===== src/rtl/monocular_pkg.sv =====
// Shared record layout and widths for the SignalAnalyser -> FIFO -> DataSender path.
package monocular_pkg;

    localparam int RECORD_WIDTH     = 40;
    localparam int TIME_WIDTH       = 32;
    localparam int PIN_WIDTH        = 8;
    localparam int DROP_COUNT_WIDTH = 8;

    localparam logic [DROP_COUNT_WIDTH-1:0] DROP_MAX = '1;
    localparam logic [DROP_COUNT_WIDTH-1:0] DROP_ONE =
        {{(DROP_COUNT_WIDTH-1){1'b0}}, 1'b1};

    typedef struct packed {
        logic [TIME_WIDTH-1:0] stamp;
        logic [PIN_WIDTH-1:0]  pins;
    } record_t;

endpackage


===== src/rtl/change_fifo_if.sv =====
// Write/read/status bundle between the change FIFO and its neighbours.
interface change_fifo_if
    import monocular_pkg::*;
#(
    parameter int DEPTH = 16,
    parameter int WIDTH = RECORD_WIDTH
);
    localparam int LW = $clog2(DEPTH) + 1;

    logic                        wr_valid;
    logic [WIDTH-1:0]            wr_data;
    logic                        rd_ack;
    logic                        clear_overflow;
    logic                        rd_valid;
    logic [WIDTH-1:0]            rd_data;
    logic [LW-1:0]               level;
    logic                        overflow;
    logic [DROP_COUNT_WIDTH-1:0] dropped;

    modport master (
        output wr_valid, wr_data, rd_ack, clear_overflow,
        input  rd_valid, rd_data, level, overflow, dropped
    );

    modport slave (
        input  wr_valid, wr_data, rd_ack, clear_overflow,
        output rd_valid, rd_data, level, overflow, dropped
    );

endinterface


===== src/rtl/change_fifo_record_ram.sv =====
// Record storage: one synchronous write port, one asynchronous read port.
module record_ram #(
    parameter int DEPTH = 16,
    parameter int WIDTH = 40,
    localparam int AW = $clog2(DEPTH)
) (
    input  logic             clk,
    input  logic             we,
    input  logic [AW-1:0]    waddr,
    input  logic [WIDTH-1:0] wdata,
    input  logic [AW-1:0]    raddr,
    output logic [WIDTH-1:0] rdata
);

    logic [WIDTH-1:0] mem [DEPTH];

    always_ff @(posedge clk) begin
        if (we) mem[waddr] <= wdata;
    end

    assign rdata = mem[raddr];

endmodule


===== src/rtl/change_fifo.sv =====
// First-word fall-through FIFO for pin-change records with sticky drop tracking.
module change_fifo
    import monocular_pkg::*;
#(
    parameter int DEPTH = 16,
    parameter int WIDTH = RECORD_WIDTH
) (
    input  logic          clk,
    input  logic          rst,
    change_fifo_if.slave  bus
);

    localparam int AW = $clog2(DEPTH);
    localparam logic [AW:0] FULL = {1'b1, {AW{1'b0}}};
    localparam logic [AW:0] STEP = {{AW{1'b0}}, 1'b1};

    // Pointers carry a wrap bit so their difference spans 0..DEPTH.
    logic [AW:0] wptr;
    logic [AW:0] rptr;
    logic [AW:0] lvl;
    logic        empty;
    logic        full;
    logic        pop;
    logic        push;
    logic        drop;
    logic        overflow_q;
    logic [DROP_COUNT_WIDTH-1:0] dropped_q;
    logic [WIDTH-1:0] head;

    assign lvl   = wptr - rptr;
    assign empty = (lvl == '0);
    assign full  = (lvl == FULL);
    assign pop   = bus.rd_ack && !empty;
    assign push  = bus.wr_valid && (!full || pop);
    assign drop  = bus.wr_valid && full && !bus.rd_ack;

    record_ram #(
        .DEPTH (DEPTH),
        .WIDTH (WIDTH)
    ) u_ram (
        .clk   (clk),
        .we    (push),
        .waddr (wptr[AW-1:0]),
        .wdata (bus.wr_data),
        .raddr (rptr[AW-1:0]),
        .rdata (head)
    );

    always_ff @(posedge clk or negedge rst) begin
        if (!rst) begin
            wptr <= '0;
            rptr <= '0;
        end else begin
            if (push) wptr <= wptr + STEP;
            if (pop)  rptr <= rptr + STEP;
        end
    end

    // A drop in the same cycle as a clear restarts the count at one.
    always_ff @(posedge clk or negedge rst) begin
        if (!rst) begin
            overflow_q <= 1'b0;
            dropped_q  <= '0;
        end else if (drop) begin
            overflow_q <= 1'b1;
            if (bus.clear_overflow)
                dropped_q <= DROP_ONE;
            else if (dropped_q != DROP_MAX)
                dropped_q <= dropped_q + DROP_ONE;
        end else if (bus.clear_overflow) begin
            overflow_q <= 1'b0;
            dropped_q  <= '0;
        end
    end

    assign bus.rd_valid = !empty;
    assign bus.rd_data  = head;
    assign bus.level    = lvl;
    assign bus.overflow = overflow_q;
    assign bus.dropped  = dropped_q;

endmodule


===== src/flat_wrapper.sv =====
// flat-port wrapper written by rule: the top's interface ports become plain ports
module change_fifo_flat import monocular_pkg::*;
#(
    parameter int DEPTH = 16,
    parameter int WIDTH = RECORD_WIDTH
)
  (clk, rst, bus_wr_valid, bus_wr_data, bus_rd_ack, bus_clear_overflow, bus_rd_valid, bus_rd_data, bus_level, bus_overflow, bus_dropped);
  change_fifo_if #(.DEPTH(DEPTH), .WIDTH(WIDTH)) bus_i ();
  input  logic clk;
  input  logic rst;
  input wire logic [$bits(bus_i.wr_valid)-1:0] bus_wr_valid;
  input wire logic [$bits(bus_i.wr_data)-1:0] bus_wr_data;
  input wire logic [$bits(bus_i.rd_ack)-1:0] bus_rd_ack;
  input wire logic [$bits(bus_i.clear_overflow)-1:0] bus_clear_overflow;
  output wire logic [$bits(bus_i.rd_valid)-1:0] bus_rd_valid;
  output wire logic [$bits(bus_i.rd_data)-1:0] bus_rd_data;
  output wire logic [$bits(bus_i.level)-1:0] bus_level;
  output wire logic [$bits(bus_i.overflow)-1:0] bus_overflow;
  output wire logic [$bits(bus_i.dropped)-1:0] bus_dropped;
  assign bus_i.wr_valid = bus_wr_valid;
  assign bus_i.wr_data = bus_wr_data;
  assign bus_i.rd_ack = bus_rd_ack;
  assign bus_i.clear_overflow = bus_clear_overflow;
  assign bus_rd_valid = bus_i.rd_valid;
  assign bus_rd_data = bus_i.rd_data;
  assign bus_level = bus_i.level;
  assign bus_overflow = bus_i.overflow;
  assign bus_dropped = bus_i.dropped;
  change_fifo #(.DEPTH(DEPTH), .WIDTH(WIDTH)) u_core (.clk(clk), .rst(rst), .bus(bus_i));
endmodule

===== config.mk =====
export PLATFORM = sky130hd
export DESIGN_NAME = change_fifo_flat
export DESIGN_NICKNAME = d
export VERILOG_FILES = /design/src/rtl/monocular_pkg.sv /design/src/rtl/change_fifo_if.sv /design/src/rtl/change_fifo_record_ram.sv /design/src/rtl/change_fifo.sv /design/src/flat_wrapper.sv
export SDC_FILE = /design/constraint.sdc
export NUM_CORES = 1
export LEC_CHECK = 0
export ABC_AREA = 0
export CAP_MARGIN = 20
export CORE_MARGIN = 2
export CORE_UTILIZATION = 55
export DETAILED_ROUTE_END_ITERATION = 6
export PLACE_DENSITY = 0.77
export RECOVER_POWER = 100
export SLEW_MARGIN = 25
export SYNTH_ARGS = -nofsm -noshare
export SYNTH_HDL_FRONTEND = slang
export SYNTH_SLANG_ARGS = --single-unit

===== constraint.sdc =====
create_clock -name clk -period 12.1 [get_ports clk]
set_input_delay 1.815 -clock clk [delete_from_list [all_inputs] [get_ports clk]]
set_output_delay 1.815 -clock clk [all_outputs]
set_load 0.1 [all_outputs]

==> results.md, run 1 <==
* Status: finished with violations
* Failing checks: capacitance limit, slew limit
* Critical Path Most Common Cell: clkbuf_1
* Worst Hold Class: flip-flop to flip-flop
* Clk buf depth at 3
* Die height at 219.5 µm
* Post-cts sizing count at 0
* VDD IR max at 0.2738 mV
* Antenna-violating nets left at 0
* R2R Path Start: u_core.rptr[0]
* DRC at 0
* Final clock skew at 0.02643 ns
* Power density cells at 279.7 mW/mm²
* RSZ-0062 raised after global routing: no
* Final setup viols at 0
* Critical path's slowest cell: clkbuf_1
* Most common cell after layout, fill and taps aside: edfxtp_1
* Switching power at 3.265 mW
* Hold-fix buffers, CTS at 0
* HP Start: u_core.bus.overflow
* Part of the power in combinational logic at 39.8%
* Synth cell types at 40
* Clk slew on worst S/H paths at 0.06 ns
* Hold path endpoint: u_core.bus.overflow
* Highest-count cells in the layout ignoring fill and taps: edfxtp_1, nand2_1, mux4_2
* Crit path DAT at 7.98 ns
* CTS buffer count at 66
* Antenna violations before repair at 4
* Leakage power at 9.499 nW
* Pin count of the biggest net entering global routing at 94
* Startpoint Class: flip-flop
* Normalized max-slew margin at -152.3%
* Final net count at 1435
* Synth area leaders: edfxtp_1, mux4_2, nand2_1
* Syn nets at 1314
* Remaining Overflow, GRT at 0
* Final Max Tran Viols at 699
* First-pass GRT wire length at 83.30 mm
* Clock power frac at 24.5%
* Dominant cell type by area after synthesis: edfxtp_1
* R2R cell count at 10
* Fmax achieved at 126.5 MHz
* Layout cell share with drive strength beyond 1 at 19.80%
* TritonCTS clock tree: yes
* MaxCap Viol Count at 19
* DPL Wire Length at 25.79 mm
* Syn Inst Count at 1258
* CP peak stage delay at 2.68 ns
* Aggregate global-route resource usage at 23.93%
* Pint at 4.945 mW
* DRT Pass-1 Iters at 7
* Starting Density at 56.06%
* FFs w/ async S/R, synth at 2.883%
* Hold path depth at 1
* Vias in the first global route at 13230
* Slew @ Worst Pin at 3.784 ns
* DIE WIDTH at 219.5 µm
* Worst-path cell chain: ha_1 -> inv_1 -> fa_1 -> xor2_1 -> and4b_1 -> nor2_1 -> clkbuf_1 -> nor3_1 -> nor3_2 -> clkbuf_1
* Syn_area_per_cell at 20.31 µm²
* Worst-Skew Late Latency at 0.58 ns
* #FFs+latches synth at 659
* Post-synth EDFFs at 640
* Routed length per instance at 27.32 µm
* Area Overhead vs Synth at 14.91%
* # Post-CTS Setup Buffers at 0
* Final hold viol count at 0
* Vias at 12840
* IO buf count at 99
* DR iter-0 viols at 1412
* Clock sinks at 659
* Placed Area at 0.02731 mm²
* Post-synthesis sequential area ratio at 77.08%
* Mapped Area at 0.02555 mm²
* Sum Neg Setup Slack at 0 ns
* Fin crit period at 7.906 ns
* Crit Path Max Fanout at 40
* Via density at 6.325
* Synth warn at 0
* Core area at 0.04558 mm²
* Root Driver: clkbuf_16
* Placer's final routability congestion estimate at 0.7602
* H-tree Lvls at 3
* R2r setup slk at 4.19 ns
* Num rows at 78
* Top FF cell, synth: edfxtp_1
* Top Ports at 100
* Switching part of the total at 39.77%
* Die area at 0.04819 mm²
* Post-Layout Inst Area at 0.02936 mm²
* Nature of the critical path endpoint: flip-flop
* Worst Setup Path Type: flip-flop to flip-flop
* Final period utilization at 65.34%
* Critical path required time at 12.17 ns
* Reg2reg end: u_core.u_ram.mem[14][26]
* Area share of the largest cell type after synthesis at 75.22%
* Reg power frac at 35.7%
* Total wire length at 55.46 mm
cells by family after synthesis:
kind of cell / share of synthesized area (%)
adders and majority gates: 0.5681
buffers and inverters: 1.357
AOI/OAI and AO/OA: 1.724
and+or+nand+nor: 4.618
muxes: 14.28
DFF: 77.08
xor gates and xnor gates: 0.3771
registers in the layout, summed over array words and instances, names as in the netlist:
| name | count |
|---|---|
| u_core.wptr | 5 |
| u_core.bus.overflow | 1 |
| u_core.u_ram.mem | 640 |
| u_core.rptr | 5 |
| u_core.bus.dropped | 8 |
worst max-delay path by stage:
stage | start | end | slack (ns) | depth (start not counted)
after floorplan | u_core.rptr[2] | u_core.u_ram.mem[2][0] | 3.82 | 12
after global placement | u_core.rptr[0] | bus_rd_data[39] | 6.41 | 6
after detailed placement | u_core.rptr[0] | bus_rd_data[39] | 6.43 | 6
after CTS | u_core.rptr[0] | bus_rd_data[39] | 5.77 | 6
after global routing | u_core.rptr[0] | u_core.u_ram.mem[13][15] | 3.55 | 10
final | u_core.rptr[0] | u_core.u_ram.mem[14][26] | 4.19 | 10
stage by stage:
stage | instances | power [mW] | hold slack [ns] | utilization [%] | worst slack [ns]
after floorplan | 1258 | 5.488 | 0.4652 | - | 3.816
after global placement | 1911 | 6.259 | 0.4699 | 59.91 | 6.407
after detailed placement | 1911 | 6.303 | 0.4739 | 59.91 | 6.425
after CTS | 2029 | 8.325 | 0.4872 | 64.59 | 5.770
after global routing | 2030 | 8.516 | 0.4977 | 64.42 | 3.545
final | 2030 | 8.211 | 0.4813 | 64.42 | 4.194
synthesized netlist by cell type, types with 3 or more instances:
cell / count
nor3_1: 13
clkbuf_1: 41
xnor2_1: 8
buf_2: 22
or4_1: 5
inv_1: 12
dfrtp_1: 19
nor2_1: 8
a21oi_1: 7
mux4_2: 160
nand2b_1: 3
buf_1: 10
edfxtp_1: 640
xor2_1: 3
a31oi_1: 40
nand2_1: 171
and3_1: 43
o21ai_0: 5
mux2_2: 3
nor4_1: 4
o31ai_1: 6
nand3_1: 6
ha_1: 10
cell type report:
type | count | area, µm²
sequential | 659 | 19700
fill | 2918 | 16220
inverter | 12 | 45.04
multi-input combinational | 514 | 5585
timing repair buffer | 126 | 1142
clock buffer | 85 | 1787
clock inverter | 33 | 342.8
antenna | 1 | 2.502
tap | 600 | 750.7
per-layer routing:
metal	vias up	share of wire (%)	track usage (%)
met5	-	0.023	0
met4	2	2.7	7.725
met3	124	7.7	3.727
met2	649	50	39.02
met1	6698	40	33.77
li1	5367	-	-
power by group through the flow:
stage	clock [mW]	sequential (mW)	combinational [mW]
after global routing	2.12	2.95	3.44
final	2.01	2.93	3.27
after CTS	2.04	2.91	3.37
after detailed placement	0	2.95	3.35
after global placement	0	2.94	3.32
after floorplan	0	2.87	2.62
worst max-delay path: cells and delay by family, from the launching register on:
kind / cells / cell delay (ns)
flops: 1 / 1.81
fa+ha+maj: 2 / 0.80
buf+inv: 3 / 3.36
simple gates: 4 / 1.11
xor+xnor: 1 / 0.27
No activity file was read; power rests on OpenSTA's default activity.
==> inputs of run 2 (changes only) <==
clock period = 8 ns   (was 12.1 ns; I/O delays follow)
==> run 2 against run 1 <==
  * The flow still finishes with violations (capacitance limit, slew limit)
  * Final cell count grew 0.30%
  * Core utilization rose by 0.24 points
  * Clock-buffer cell count is 4 higher
  * Non-clock buffer count rose by 5
  * Final area is 0.37% higher
  * Power up 53%
==> results.md, run 2 (synthesized netlist as in run 1, its figures left out) <==
* Normalized max-slew margin at -115.7%
* Final setup viols at 0
* Failing checks: capacitance limit, slew limit
* Worst-Skew Late Latency at 0.59 ns
* GR Util met3 at 4.403%
* Switching power at 5.006 mW
* Aggregate global-route resource usage at 24.06%
* Routed length per instance at 27.69 µm
* TritonCTS clock tree: yes
* Remaining Overflow, GRT at 0
* CTS buffer count at 67
* Critical path's slowest cell: clkbuf_1
* DPL Wire Length at 27.07 mm
* R2R Path Start: u_core.rptr[0]
* Post-placement cell count at 1916
* Vias at 12910
* Final clock skew at 0.01834 ns
* IO buf count at 99
* H-tree Lvls at 3
* DR iter-0 viols at 1370
* Critical path required time at 8.12 ns
* DIE WIDTH at 219.5 µm
* Clock sinks at 659
* Pin count of the biggest net entering global routing at 74
* Pint at 7.517 mW
* Final net count at 1441
* Vias in the first global route at 13250
* Top Usage Layer GRT: met2
* Placer's final routability congestion estimate at 0.7542
* Root Driver: clkbuf_16
* Area Overhead vs Synth at 15.33%
* Crit Path Max Fanout at 40
* Num rows at 78
* Worst-path cell chain: ha_1 -> inv_1 -> fa_1 -> xor2_1 -> and4b_1 -> nor2_1 -> clkbuf_1 -> nor3_1 -> nor4_2 -> clkbuf_1
* Final Max Tran Viols at 312
* Non-filler instance count after layout at 2036
* Crit path buf inv count at 3
* Core area at 0.04558 mm²
* Worst Setup Path Type: flip-flop to flip-flop
* Status: finished with violations
* Met1 Track Usage GR at 32.47%
* CP Launch Point: u_core.rptr[0]
* Nature of the critical path endpoint: flip-flop
* Final period utilization at 82.08%
* Top delay family on crit path: buffers and inverters
* Antenna violations before repair at 2
* Layout cell share with drive strength beyond 1 at 20.54%
* Part of the power in combinational logic at 39.2%
* Post-layout util at 64.65%
* Fmax achieved at 152.3 MHz
* DRT Pass-1 Iters at 5
* Highest-count cells in the layout ignoring fill and taps: edfxtp_1, nand2_1, mux4_2
* First-pass GRT wire length at 83.95 mm
* Hold_ws at 0.4864 ns
* Max reg flops at 640
* Reg power frac at 35.6%
* Hold-fix buffers, CTS at 0
* Startpoint Class: flip-flop
* Fin crit period at 6.566 ns
* Clock power frac at 25.1%
* VDD IR max at 0.3627 mV
* Post-cts sizing count at 0
* Most common cell after layout, fill and taps aside: edfxtp_1
* Via density at 6.343
* MaxCap Viol Count at 13
* Worst Hold Class: flip-flop to flip-flop
* Fraction of met2 tracks used by global routing at 40.57%
* Ant. Diodes at 0
* Clk buf depth at 3
* Top Ports at 100
* Switching part of the total at 39.97%
* Power density cells at 425.0 mW/mm²
* Clk slew on worst S/H paths at 0.06 ns
* Slew @ Worst Pin at 3.235 ns
* CP peak stage delay at 2.27 ns
* Leakage power at 9.568 nW
* Crit path DAT at 6.68 ns
* HP Start: u_core.bus.overflow
* Antenna-violating nets left at 0
* Total power at 12.52 mW
* Final hold viol count at 0
* Top reg by flops: u_core.u_ram.mem
* Critical Path Most Common Cell: clkbuf_1
* Total wire length at 56.37 mm
* # Post-CTS Setup Buffers at 0
* Die height at 219.5 µm
* DRC at 0
* Die area at 0.04819 mm²
* RSZ-0062 raised after global routing: no
* Starting Density at 56.06%
-- run 2: final cells by class --
class | instances | area (µm²)
Sequential cell | 659 | 19710
Fill cell | 2977 | 16110
Multi-Input combinational cell | 514 | 5563
Clock buffer | 89 | 1812
Timing Repair Buffer | 131 | 1189
Tap cell | 600 | 750.7
Clock inverter | 31 | 400.4
Inverter | 12 | 45.04
-- run 2: per-stage QoR --
step | setup slack [ns] | cell area [µm²] | setup TNS [ns]
finish | 1.434 | 29470 | 0
global route | 1.150 | 29470 | 0
CTS | 2.368 | 29560 | 0
detailed placement | 2.989 | 27350 | 0
global placement | 2.992 | 27350 | 0
floorplan | -0.1218 | 25560 | -9.746
-- run 2: worst register-to-register path, delay by kind of cell, from the launching register on --
family	cells	cell delay, ns
flip-flops	1	0.94
adder cells (fa/ha/maj)	2	0.71
XOR/XNOR	1	0.31
AND/OR/NAND/NOR	4	1.13
buffers and inverters	3	3.00
-- run 2: layer usage --
layer	routed length (µm)	up-vias
met4	1272	4
li1	-	5380
met2	28960	615
met1	22110	6815
met5	26	-
met3	4003	100
-- run 2: power groups by stage --
| stage | Sequential (mW) | Clock (mW) | Combinational, mW |
|---|---|---|---|
| 6_report | 4.46 | 3.15 | 4.91 |
| 5_1_grt | 4.50 | 3.31 | 5.16 |
| 4_1_cts | 4.46 | 3.19 | 5.10 |
| 3_5_place_dp | 4.52 | 0 | 5.05 |
| 3_3_place_gp | 4.49 | 0 | 5.01 |
| 2_1_floorplan | 4.34 | 0 | 3.96 |
-- run 2: path summary, 6_finish.rpt --
check	to	slack [ns]	cells past startpoint
hold reg to reg	u_core.bus.overflow	0.49	1
min in group asynchronous	u_core.bus.dropped[7]	0.81	1
setup / recovery	u_core.u_ram.mem[1][13]	1.43	10
setup reg to reg	u_core.u_ram.mem[1][13]	1.43	10
hold / removal	u_core.bus.overflow	0.49	1
max in group asynchronous	u_core.rptr[1]	6.40	1
==> inputs of run 3 (changes only) <==
clock period = 6.4 ns   (was 8 ns; I/O delays follow)
==> run 3 against run 2 <==
  * The flow still finishes with violations (capacitance limit, slew limit)
  * Flip-flop and latch count unchanged
  * Final area is 0.58% lower
  * Die area is the same
  * Clock-buffer cell count decreased by 6
  * Core utilization down 0.37 points
  * Sequential power grew 24%
  * Final cell count fell by 0.15%
  * Largest power group unchanged
  * Via count down 1.5%
  * Critical path depth is 4 lower
  * Clock power is 13% higher
  * Wire length down 3.5%
==> results.md, run 3 (synthesized netlist as in run 1, its figures left out) <==
* Status: finished with violations
* Failing checks: capacitance limit, slew limit
* Pin count of the biggest net entering global routing at 63
* Final period utilization at 88.69%
* Area Overhead vs Synth at 14.66%
* Pint at 9.121 mW
* Final clock skew at 0.01705 ns
* Fin crit period at 5.676 ns
* Nature of the critical path endpoint: output pin
* DRT Pass-1 Iters at 5
* Num rows at 78
* Fmax achieved at 176.2 MHz
* DR iter-0 viols at 1363
* Worst-path cell chain: inv_1 -> buf_4 -> nand2_1 -> and3_1 -> a31oi_1 -> dlygate4sd3_1
* Slew @ Worst Pin at 1.503 ns
* IO buf count at 99
* Hold path depth at 1
* Crit Path Max Fanout at 56
* CP peak stage delay at 1.29 ns
* Remaining Overflow, GRT at 0
* Worst-Skew Late Latency at 0.59 ns
* Worst Setup Path Type: flip-flop to output pin
* TritonCTS clock tree: yes
* Layout cell share with drive strength beyond 1 at 20.38%
* H-tree Lvls at 3
* # Post-CTS Setup Buffers at 0
* Die area at 0.04819 mm²
* First-pass GRT wire length at 82.14 mm
* Ant. Diodes at 0
* Clock sinks at 659
* GR Util met3 at 3.782%
* Switching power at 6.168 mW
* Routed length per instance at 26.77 µm
* Crit path DAT at 4.72 ns
* CTS buffer count at 66
* Normalized max-slew margin at -0.2105%
* Final setup viols at 0
* Startpoint Class: flip-flop
* Power density cells at 521.9 mW/mm²
* Hold-fix buffers, CTS at 0
* Placer's final routability congestion estimate at 0.7643
* Met1 Track Usage GR at 31.57%
* Critical path required time at 5.44 ns
* Antenna-violating nets left at 0
* Clk slew on worst S/H paths at 0.06 ns
* Aggregate global-route resource usage at 23.46%
* Hold_ws at 0.4874 ns
* Leakage power at 9.509 nW
* Fraction of met2 tracks used by global routing at 39.80%
* Fill count at 2945
* Via density at 6.255
* RSZ-0062 raised after global routing: no
* Root Driver: clkbuf_16
* Reg power frac at 36.1%
* Clock power frac at 23.3%
* Antenna violations before repair at 2
* DRC at 0
* Clk buf depth at 3
* Post-cts sizing count at 0
* Most common cell after layout, fill and taps aside: edfxtp_1
* Top Usage Layer GRT: met2
* DPL Wire Length at 28.08 mm
* Post-placement cell count at 1918
* Total wire length at 54.42 mm
* Final Max Tran Viols at 40
* Vias at 12720
* Final hold viol count at 0
* Core area at 0.04558 mm²
* Top reg by flops: u_core.u_ram.mem
* Register area at 0.01971 mm²
* Starting Density at 56.06%
* MaxCap Viol Count at 1
* Highest-count cells in the layout ignoring fill and taps: edfxtp_1, nand2_1, mux4_2
* Non-filler instance count after layout at 2033
* Critical path's slowest cell: dlygate4sd3_1
* R2R cell count at 8
* Placed Area at 0.02743 mm²
* DIE WIDTH at 219.5 µm
* Area of the multi-input gates at 0.005590 mm²
* Part of the power in combinational logic at 40.6%
* Max reg flops at 640
* Die height at 219.5 µm
* VDD IR max at 0.4822 mV
* Total power at 15.29 mW
* Final net count at 1442
* Switching part of the total at 40.34%
* Worst Hold Class: flip-flop to flip-flop
* Post-Layout Inst Area at 0.02930 mm²
* Top Ports at 100
* Vias in the first global route at 13260
==> run 3: cell count changes in the layout (fill, tap and decap cells not counted), sizes merged <==
cell	before	now
inv	16	15
buf	19	12
bufinv	8	2
clkinv	18	26
clkbuf	103	107
dlygate4sd3	95	94
==> run 3: cell type report <==
type / count / share of cell area (%)
Clock inverter: 32 / 0.6962
Multi-Input combinational cell: 514 / 19.08
Clock buffer: 83 / 6.073
Inverter: 12 / 0.1538
Tap cell: 600 / 2.563
Sequential cell: 659 / 67.27
Timing Repair Buffer: 133 / 4.164
==> run 3: critical path, delay by kind of cell, from the launching register on <==
family | cells | cell delay (ns)
buffers and inverters | 3 | 2.66
AOI/OAI and AO/OA | 1 | 0.38
DFF | 1 | 0.80
and+or+nand+nor | 2 | 0.27
==> run 3: power by group through the flow <==
stage                     Combinational (mW)  Sequential [mW]  Clock [mW]
after global routing                    6.52             5.56        3.81
after detailed placement                6.39             5.60           0
final                                   6.20             5.52        3.57
after global placement                  6.34             5.57           0
after CTS                               6.44             5.52        3.63
after floorplan                         4.96             5.42           0
==> run 3: per-layer routing <==
| layer | up-vias | part of all wire, % |
|---|---|---|
| met5 | - | 0.057 |
| met4 | 4 | 1.8 |
| met3 | 74 | 6.0 |
| met2 | 497 | 52 |
| met1 | 6745 | 40 |
| li1 | 5396 | - |
==> run 3: per-stage QoR <==
stage               setup TNS [ns]  setup slack [ns]  utilization (%)
floorplan                  -300.99           -0.7950                -
global placement                 0             1.589            60.17
detailed placement               0             1.421            60.19
CTS                              0             1.024            64.54
global route                     0            0.5289            64.28
finish                           0            0.7238            64.28
==> run 3: worst paths after layout <==
kind	from	end	slack, ns
setup / recovery	u_core.rptr[1]	bus_rd_data[35]	0.72
hold / removal	u_core.rptr[4]	u_core.rptr[4]	0.49
setup reg to reg	u_core.rptr[1]	u_core.u_ram.mem[15][31]	0.80
hold reg to reg	u_core.rptr[4]	u_core.rptr[4]	0.49
max in group asynchronous	rst	u_core.rptr[2]	4.82
min in group asynchronous	rst	u_core.bus.overflow	0.94
